`src/rtl/mul_sequencer.sv`:
```
// mul_sequencer: iterative shift-and-add multiplier for a pipelined core.
// On a multiply in the execute stage it stalls the front end for WIDTH
// iterations. It then presents the low WIDTH bits of A*B for one cycle,
// while the multiply instruction leaves EX.
module mul_sequencer #(
    parameter int WIDTH = 32
) (
    input  logic             clk,
    input  logic             rst,
    input  logic             start,
    input  logic [2:0]       ALUControl,
    input  logic             flush,
    input  logic [WIDTH-1:0] A,
    input  logic [WIDTH-1:0] B,
    output logic             stall,
    output logic             busy,
    output logic             done,
    output logic [WIDTH-1:0] result
);

    localparam int            CW        = $clog2(WIDTH + 1);
    localparam logic [2:0]    ALU_MUL   = 3'b010;
    localparam logic [CW-1:0] LAST_ITER = CW'(WIDTH - 1);

    typedef enum logic [1:0] {
        S_IDLE = 2'd0,
        S_RUN  = 2'd1,
        S_DONE = 2'd2
    } state_t;

    state_t           state_q, state_d;
    logic [WIDTH-1:0] mcand_q, mcand_d;     // multiplicand, shifts left
    logic [WIDTH-1:0] mplier_q, mplier_d;   // multiplier, shifts right
    logic [WIDTH-1:0] acc_q, acc_d;         // running partial product
    logic [WIDTH-1:0] result_q, result_d;   // last delivered product
    logic [CW-1:0]    cnt_q, cnt_d;         // iterations completed
    logic             accept;

    // A multiply is taken only from IDLE, and never when the slot is flushed
    assign accept = (state_q == S_IDLE) && start &&
                    (ALUControl == ALU_MUL) && !flush;

    // Next-state, datapath update and output decode
    always_comb begin
        state_d  = state_q;
        mcand_d  = mcand_q;
        mplier_d = mplier_q;
        acc_d    = acc_q;
        result_d = result_q;
        cnt_d    = cnt_q;
        stall    = accept;
        busy     = 1'b0;
        done     = 1'b0;
        result   = result_q;

        case (state_q)
            S_IDLE: begin
                if (accept) begin
                    mcand_d  = A;
                    mplier_d = B;
                    acc_d    = '0;
                    cnt_d    = '0;
                    state_d  = S_RUN;
                end
            end

            S_RUN: begin
                stall = 1'b1;
                busy  = 1'b1;
                if (flush) begin
                    // Abandon the operation; operand state is dead anyway
                    state_d = S_IDLE;
                end else begin
                    // Always run all WIDTH iterations, even if the multiplier
                    // becomes zero early, so that latency stays fixed
                    if (mplier_q[0]) begin
                        acc_d = acc_q + mcand_q;
                    end
                    mcand_d  = mcand_q << 1;
                    mplier_d = mplier_q >> 1;
                    cnt_d    = cnt_q + 1'b1;
                    if (cnt_q == LAST_ITER) begin
                        state_d = S_DONE;
                    end
                end
            end

            S_DONE: begin
                busy    = 1'b1;
                state_d = S_IDLE;
                // A flush in this cycle kills the instruction: no pulse, and
                // the previously delivered result stays visible
                if (!flush) begin
                    done     = 1'b1;
                    result   = acc_q;
                    result_d = acc_q;
                end
            end

            default: begin
                state_d = S_IDLE;
            end
        endcase
    end

    // State and datapath registers with synchronous reset
    always_ff @(posedge clk) begin
        if (rst) begin
            state_q  <= S_IDLE;
            mcand_q  <= '0;
            mplier_q <= '0;
            acc_q    <= '0;
            result_q <= '0;
            cnt_q    <= '0;
        end else begin
            state_q  <= state_d;
            mcand_q  <= mcand_d;
            mplier_q <= mplier_d;
            acc_q    <= acc_d;
            result_q <= result_d;
            cnt_q    <= cnt_d;
        end
    end

endmodule

```
`config.mk`:
```
export PLATFORM = sky130hd
export DESIGN_NAME = mul_sequencer
export DESIGN_NICKNAME = d
export VERILOG_FILES = /design/src/rtl/mul_sequencer.sv
export SDC_FILE = /design/constraint.sdc
export NUM_CORES = 1
export LEC_CHECK = 0
export CAP_MARGIN = 30
export CORE_ASPECT_RATIO = 1.75
export CORE_MARGIN = 2
export CORE_UTILIZATION = 55
export CTS_CLUSTER_DIAMETER = 40
export DETAILED_ROUTE_END_ITERATION = 8
export PLACE_DENSITY = 0.81
export SETUP_SLACK_MARGIN = 0.1
export SLEW_MARGIN = 5
export SYNTH_ARGS = -nofsm -noshare
export SYNTH_HDL_FRONTEND = slang
export SYNTH_SLANG_ARGS = --single-unit
```
`constraint.sdc`:
```
create_clock -name clk -period 2.84 [get_ports clk]
set_input_delay 0.284 -clock clk [delete_from_list [all_inputs] [get_ports clk]]
set_output_delay 0.284 -clock clk [all_outputs]
set_load 0.1 [all_outputs]
```
* After elaboration in Yosys (flattened, before gate mapping) *
Cells that the tools add are included.

cells by class
  $add $sub $neg = 2
  reduce and logical (&&, ||, !) cells = 10
  multiplexer cells = 23
  eq/ne operators = 8

operator list
  kind                 count
  $mux 32              9
  $pmux 32 s2          3
  $add 32x32->32       1
  $mux 6               2
  $pmux 6 s2           1
  $add 6x1->6 const B  1
  $eq 6x5->1 const B   1
  $mux 2               3
  $ne 2x2->1 const B   3
  $mux 1               4
  $pmux 2 s2           1
  $reduce_and 4->1     1
  $eq 3x2->1 const B   1
  $logic_and 1x1->1    3
  $ne 3x3->1 const B   1
  $reduce_and 3->1     1
  $eq 2x1->1 const B   1
  $eq 2x2->1 const B   1
  $logic_not 2->1      1
  $reduce_and 2->1     1
  $reduce_bool 2->1    1
  $reduce_or 2->1      1
  $logic_not 1->1      1

word-level totals
  logic and storage cells = 49
  input port bits = 71
  register bits after elaboration = 136

* Depth between registers and ports, before layout *
Gate-level depths: netlist (run 1).

  depth after elaboration = 6
  mapped depth = 11

* Least setup slack after synthesis (run 1) *
OpenSTA, ideal clock, no wires.

  path kind = reg-to-reg
  start = register state_q[0]
  end = register result_q[1]
  cell stages (with the launch flop) = 8
  arrival = 3,390 ps
  buffers on the path = 2
  library setup time = 75 ps
  path slack = -625 ps
  path through = dfxtp_1 inv_1 ha_1 nand2b_1 clkbuf_1 clkbuf_1 o21ai_0 nor2b_1

on the way
  cells in the longest elaborated chain, start to end = 2

RTL lines
  item                    line  text
  from (decl)             31    state_t state_q, state_d;
  from (signal assigned)  116   state_q <= state_d;
  $eq 2x2->1              n/a
  $mux 32                 n/a
  net result[1]           18    output logic [WIDTH-1:0] result
  to (signal assigned)    120   result_q <= result_d;
  to (decl)               35    logic [WIDTH-1:0] result_q, result_d;

The timed path passes the listed nets, and every way through them passes these cells.
A chain may end at the register's enable or synchronous reset.

* Final worst setup path (run 1) *
  start = register mcand_q[0]
  end = register acc_q[24]

on the way
  cells in the longest elaborated chain, start to end = 4

RTL lines
  item                    line  text
  from (decl)             32    logic [WIDTH-1:0] mcand_q, mcand_d;
  from (signal assigned)  117   mcand_q <= mcand_d;
  $add 32x32->32          77    acc_d = acc_q + mcand_q;
  $mux 32                 76    if (mplier_q[0]) begin
  $mux 32                 70    if (flush) begin
  $pmux 32 s2             56    case (state_q)
  to (signal assigned)    112   acc_q <= '0;
  to (signal assigned)    119   acc_q <= acc_d;
  to (decl)               34    logic [WIDTH-1:0] acc_q, acc_d;

No other way between the ends. The select of a mux whose other input is x is not followed.

==> results.sh, run 1 <==
export IMPL_status="finished, final reports clean"
export IMPL_pwr_share_clk_pct=40.1
export IMPL_dieWidth_um=90.74
export IMPL_place_hpwl_mm=13.30
export IMPL_wl_per_cell_um=17.79
export IMPL_crit_chain="ha_4 > inv_2 > fa_2 > nand2b_4 > a21oi_4 > a211oi_4 > o211ai_1 > a21oi_2 > o41ai_2 > xnor2_1 > o21ai_0"
export IMPL_power_density_mw_per_mm2=592.0
export IMPL_slew_headroom_pct=57.86
export IMPL_drc_errors=0
export IMPL_syn_avg_cell_area_sq_um=8.972
export IMPL_drtIter0Drc=348
export IMPL_slew_violations=0
export IMPL_place_congestion=0.9415
export IMPL_yosys_top_cells_area="dfxtp_1 (38%), mux2i_1 (8.6%), a211oi_1 (6.4%)"
export IMPL_seqPwrFrac_pct=39.6
export IMPL_root_buffer="clkbuf_16"
export IMPL_netSwitchingFraction_pct=29.24
export IMPL_cap_violations=0
export IMPL_yosys_area_top_type="dfxtp_1"
export IMPL_ys_async_sr_fraction_pct=0
export IMPL_period_share_pct=94.10
export IMPL_cp_required_ns=3.14
export IMPL_firstDrtPassIters=7
export IMPL_final_antenna_net_count=0
export IMPL_cts_max_level=4
export IMPL_final_common_cell="dfxtp_1"
export IMPL_ys_flop_type="dfxtp_1"
export IMPL_cp_arrival_ns=2.97
export IMPL_cts_hold_buf=0
export IMPL_peakVddDrop_mv=0.4153
export IMPL_tightestPinTransition_ns=0.6320
export IMPL_rows=55
export IMPL_p_int_mw=3.996
export IMPL_syn_nets=914
export IMPL_dieArea_sq_mm=0.01414
export IMPL_first_global_vias=6540
export IMPL_ys_seq_elements=136
export IMPL_nNetsFinal=1002
export IMPL_final_setup_skew_ns=0.009488
export IMPL_layout_common_cells="dfxtp_1 (134), nor2_1 (100), clkdlybuf4s50_1 (69)"
export IMPL_cts_tree="done"
export IMPL_io_buffers=105
export IMPL_cts_buffers=17
export IMPL_vias_per_cell=6.001
export IMPL_antenna_found_initial=0
export IMPL_ys_warn_count=0
export IMPL_drive_gt1_share_pct=16.32
export IMPL_vias=6469
export IMPL_p_switching_mw=1.651
export IMPL_critical_path_max_stage_delay_ns=0.42
export IMPL_comb_power_share_pct=20.3
export IMPL_yosysUniqueCellTypes=57
export IMPL_grt_max_degree=60
export IMPL_seq_area_frac_synth_pct=37.60
export IMPL_yosysTopAreaCellShare_pct=37.60
export IMPL_clkLatencyLatePin_ns=0.42
export IMPL_clock_path_buffers=2
export IMPL_cts_sink_count=136
export IMPL_critPathMaxFanout=4
export IMPL_fp_coreArea_sq_mm=0.01287
export IMPL_hold_class="in -> reg"
export IMPL_synth_edf_count=0
export IMPL_pin_count=106
export IMPL_timing_fmax_mhz=374.2
export IMPL_grt_overflow=0
export IMPL_gr_usage_all_layers_pct=26.65
export IMPL_p_leak_nw=3.617
export IMPL_end_kind="register"
export IMPL_setup_viol=0
export IMPL_worstSetupPathType="reg -> reg"
export IMPL_syn2layout_area_growth_pct=31.76
export IMPL_die_h_um=155.8
export IMPL_start_util_pct=56.27
export IMPL_placedInstanceArea_sq_mm=0.008750
export IMPL_critPathLaunchType="register"
export IMPL_cp_slowest_cell="o41ai_2"
export IMPL_power_mw=5.648
export IMPL_post_route_util_pct=74.14
export IMPL_synthCells=807
export IMPL_post_route_min_period_ns=2.672
export IMPL_syn_area_sq_mm=0.007241
export IMPL_grt_pass1_wl_mm=30.57
export IMPL_drt_total_wl_mm=19.18
export IMPL_finalHoldViolCount=0
export IMPL_path_clk_slew_ns=0.06
export IMPL_grt_setup_unrepaired="false"
export IMPL_diodes=0
export IMPL_stdcell_area_sq_mm=0.009540
[layout make-up]
| cell class | count | area (sq um) |
|---|---|---|
| Multi-Input combinational cell | 600 | 4370 |
| Fill cell | 932 | 3328 |
| Sequential cell | 136 | 2725 |
| Timing Repair Buffer | 125 | 1569 |
| Clock buffer | 21 | 460.4 |
| Tap cell | 171 | 214.0 |
| Clock inverter | 10 | 145.1 |
| Inverter | 15 | 56.30 |
[Yosys cell counts, types with 3 or more instances]
| library cell | count |
|---|---|
| inv_1 | 15 |
| a211oi_2 | 3 |
| o21ai_1 | 5 |
| dfxtp_1 | 136 |
| buf_2 | 13 |
| a31oi_1 | 5 |
| nor2_1 | 101 |
| clkbuf_1 | 36 |
| mux2_2 | 31 |
| nor2b_1 | 35 |
| o21ai_0 | 34 |
| a211oi_1 | 62 |
| a41oi_1 | 3 |
| a22oi_1 | 14 |
| nand2_1 | 39 |
| mux2i_1 | 62 |
| or3_1 | 3 |
| a21oi_1 | 41 |
| o21a_1 | 3 |
| and3_1 | 3 |
| xnor2_1 | 19 |
| xor2_1 | 8 |
| a21o_1 | 14 |
| ha_1 | 35 |
| nand2b_1 | 11 |
| nand4_1 | 10 |
| buf_1 | 7 |
| nor3_1 | 7 |
| nand3_1 | 12 |
| o21bai_1 | 6 |
[critical path: cells and delay by family, from the launching register on]
family | cells | cell delay (ns)
AOI/OAI and AO/OA | 6 | 1.24
adders and majority gates | 2 | 0.55
DFF | 1 | 0.37
and+or+nand+nor | 1 | 0.17
xor gates and xnor gates | 1 | 0.16
buffers and inverters | 1 | 0.04
[registers in the layout, indices dropped and copies added (netlist names)]
| name | cells |
|---|---|
| acc_q | 32 |
| cnt_q | 6 |
| state_q | 2 |
| result_q | 32 |
| mplier_q | 32 |
| mcand_q | 32 |
[layer usage]
layer	vias up	GRT usage, %	share of wire (%)	wire length [um]
met2	223	49.57	54	10360
met1	3083	26.94	36	6998
li1	3095	-	-	-
met4	0	15.75	4.7	910
met3	68	5.749	4.7	907
met5	-	0	0	0
[cell families after synthesis]
logic type               after synthesis  synth area share [%]
AND/OR/NAND/NOR                      230                 14.91
multiplexers                          94                 13.55
buffers and inverters                 71                 3.905
flip-flops                           136                 37.60
AO/OA/AOI/OAI                        213                 20.44
XOR/XNOR                              27                 3.266
adder cells (fa/ha/maj)               36                 6.325
[worst paths after layout]
check / depth (start not counted) / end / from / slack (ns)
hold / removal: 2 / result_q[30] / rst / 0.22
hold reg to reg: 2 / acc_q[21] / acc_q[21] / 0.48
setup reg to reg: 11 / acc_q[24] / mcand_q[0] / 0.17
setup / recovery: 11 / acc_q[24] / mcand_q[0] / 0.17
[power groups by stage]
stage / clock network (mW) / registers [mW] / logic, mW
2_1_floorplan: 0 / 2.23 / 0.807
3_3_place_gp: 0 / 2.26 / 1.06
3_5_place_dp: 0 / 2.27 / 1.11
4_1_cts: 2.29 / 2.23 / 1.12
5_1_grt: 2.36 / 2.26 / 1.25
6_report: 2.27 / 2.24 / 1.15
[what timing repair did]
item / in CTS / in global routing
setup endpoints to repair: 8 / 35
pin swaps: 0 / 13
gates resized for setup: 4 / 23
setup buffers: 0 / 8
[metrics by stage]
stage	hold slack (ns)	TNS, ns	worst slack, ns	cells
after global placement	0.4601	0	0.1053	1039
after detailed placement	0.4758	-0.06403	-0.06403	1039
final	0.2156	0	0.1675	1078
after global routing	0.2193	0	0.05347	1078
after CTS	0.1999	0	0.07430	1070
after floorplan	0.4323	0	0.1824	807
Power figures use the tool's default switching activity.
==> run 2, diff against run 1 <==
Settings changed: CAP_MARGIN 30 to 20.
==> results of run 2 <==
Final layout, timing and power as in run 1 (identical DEF).
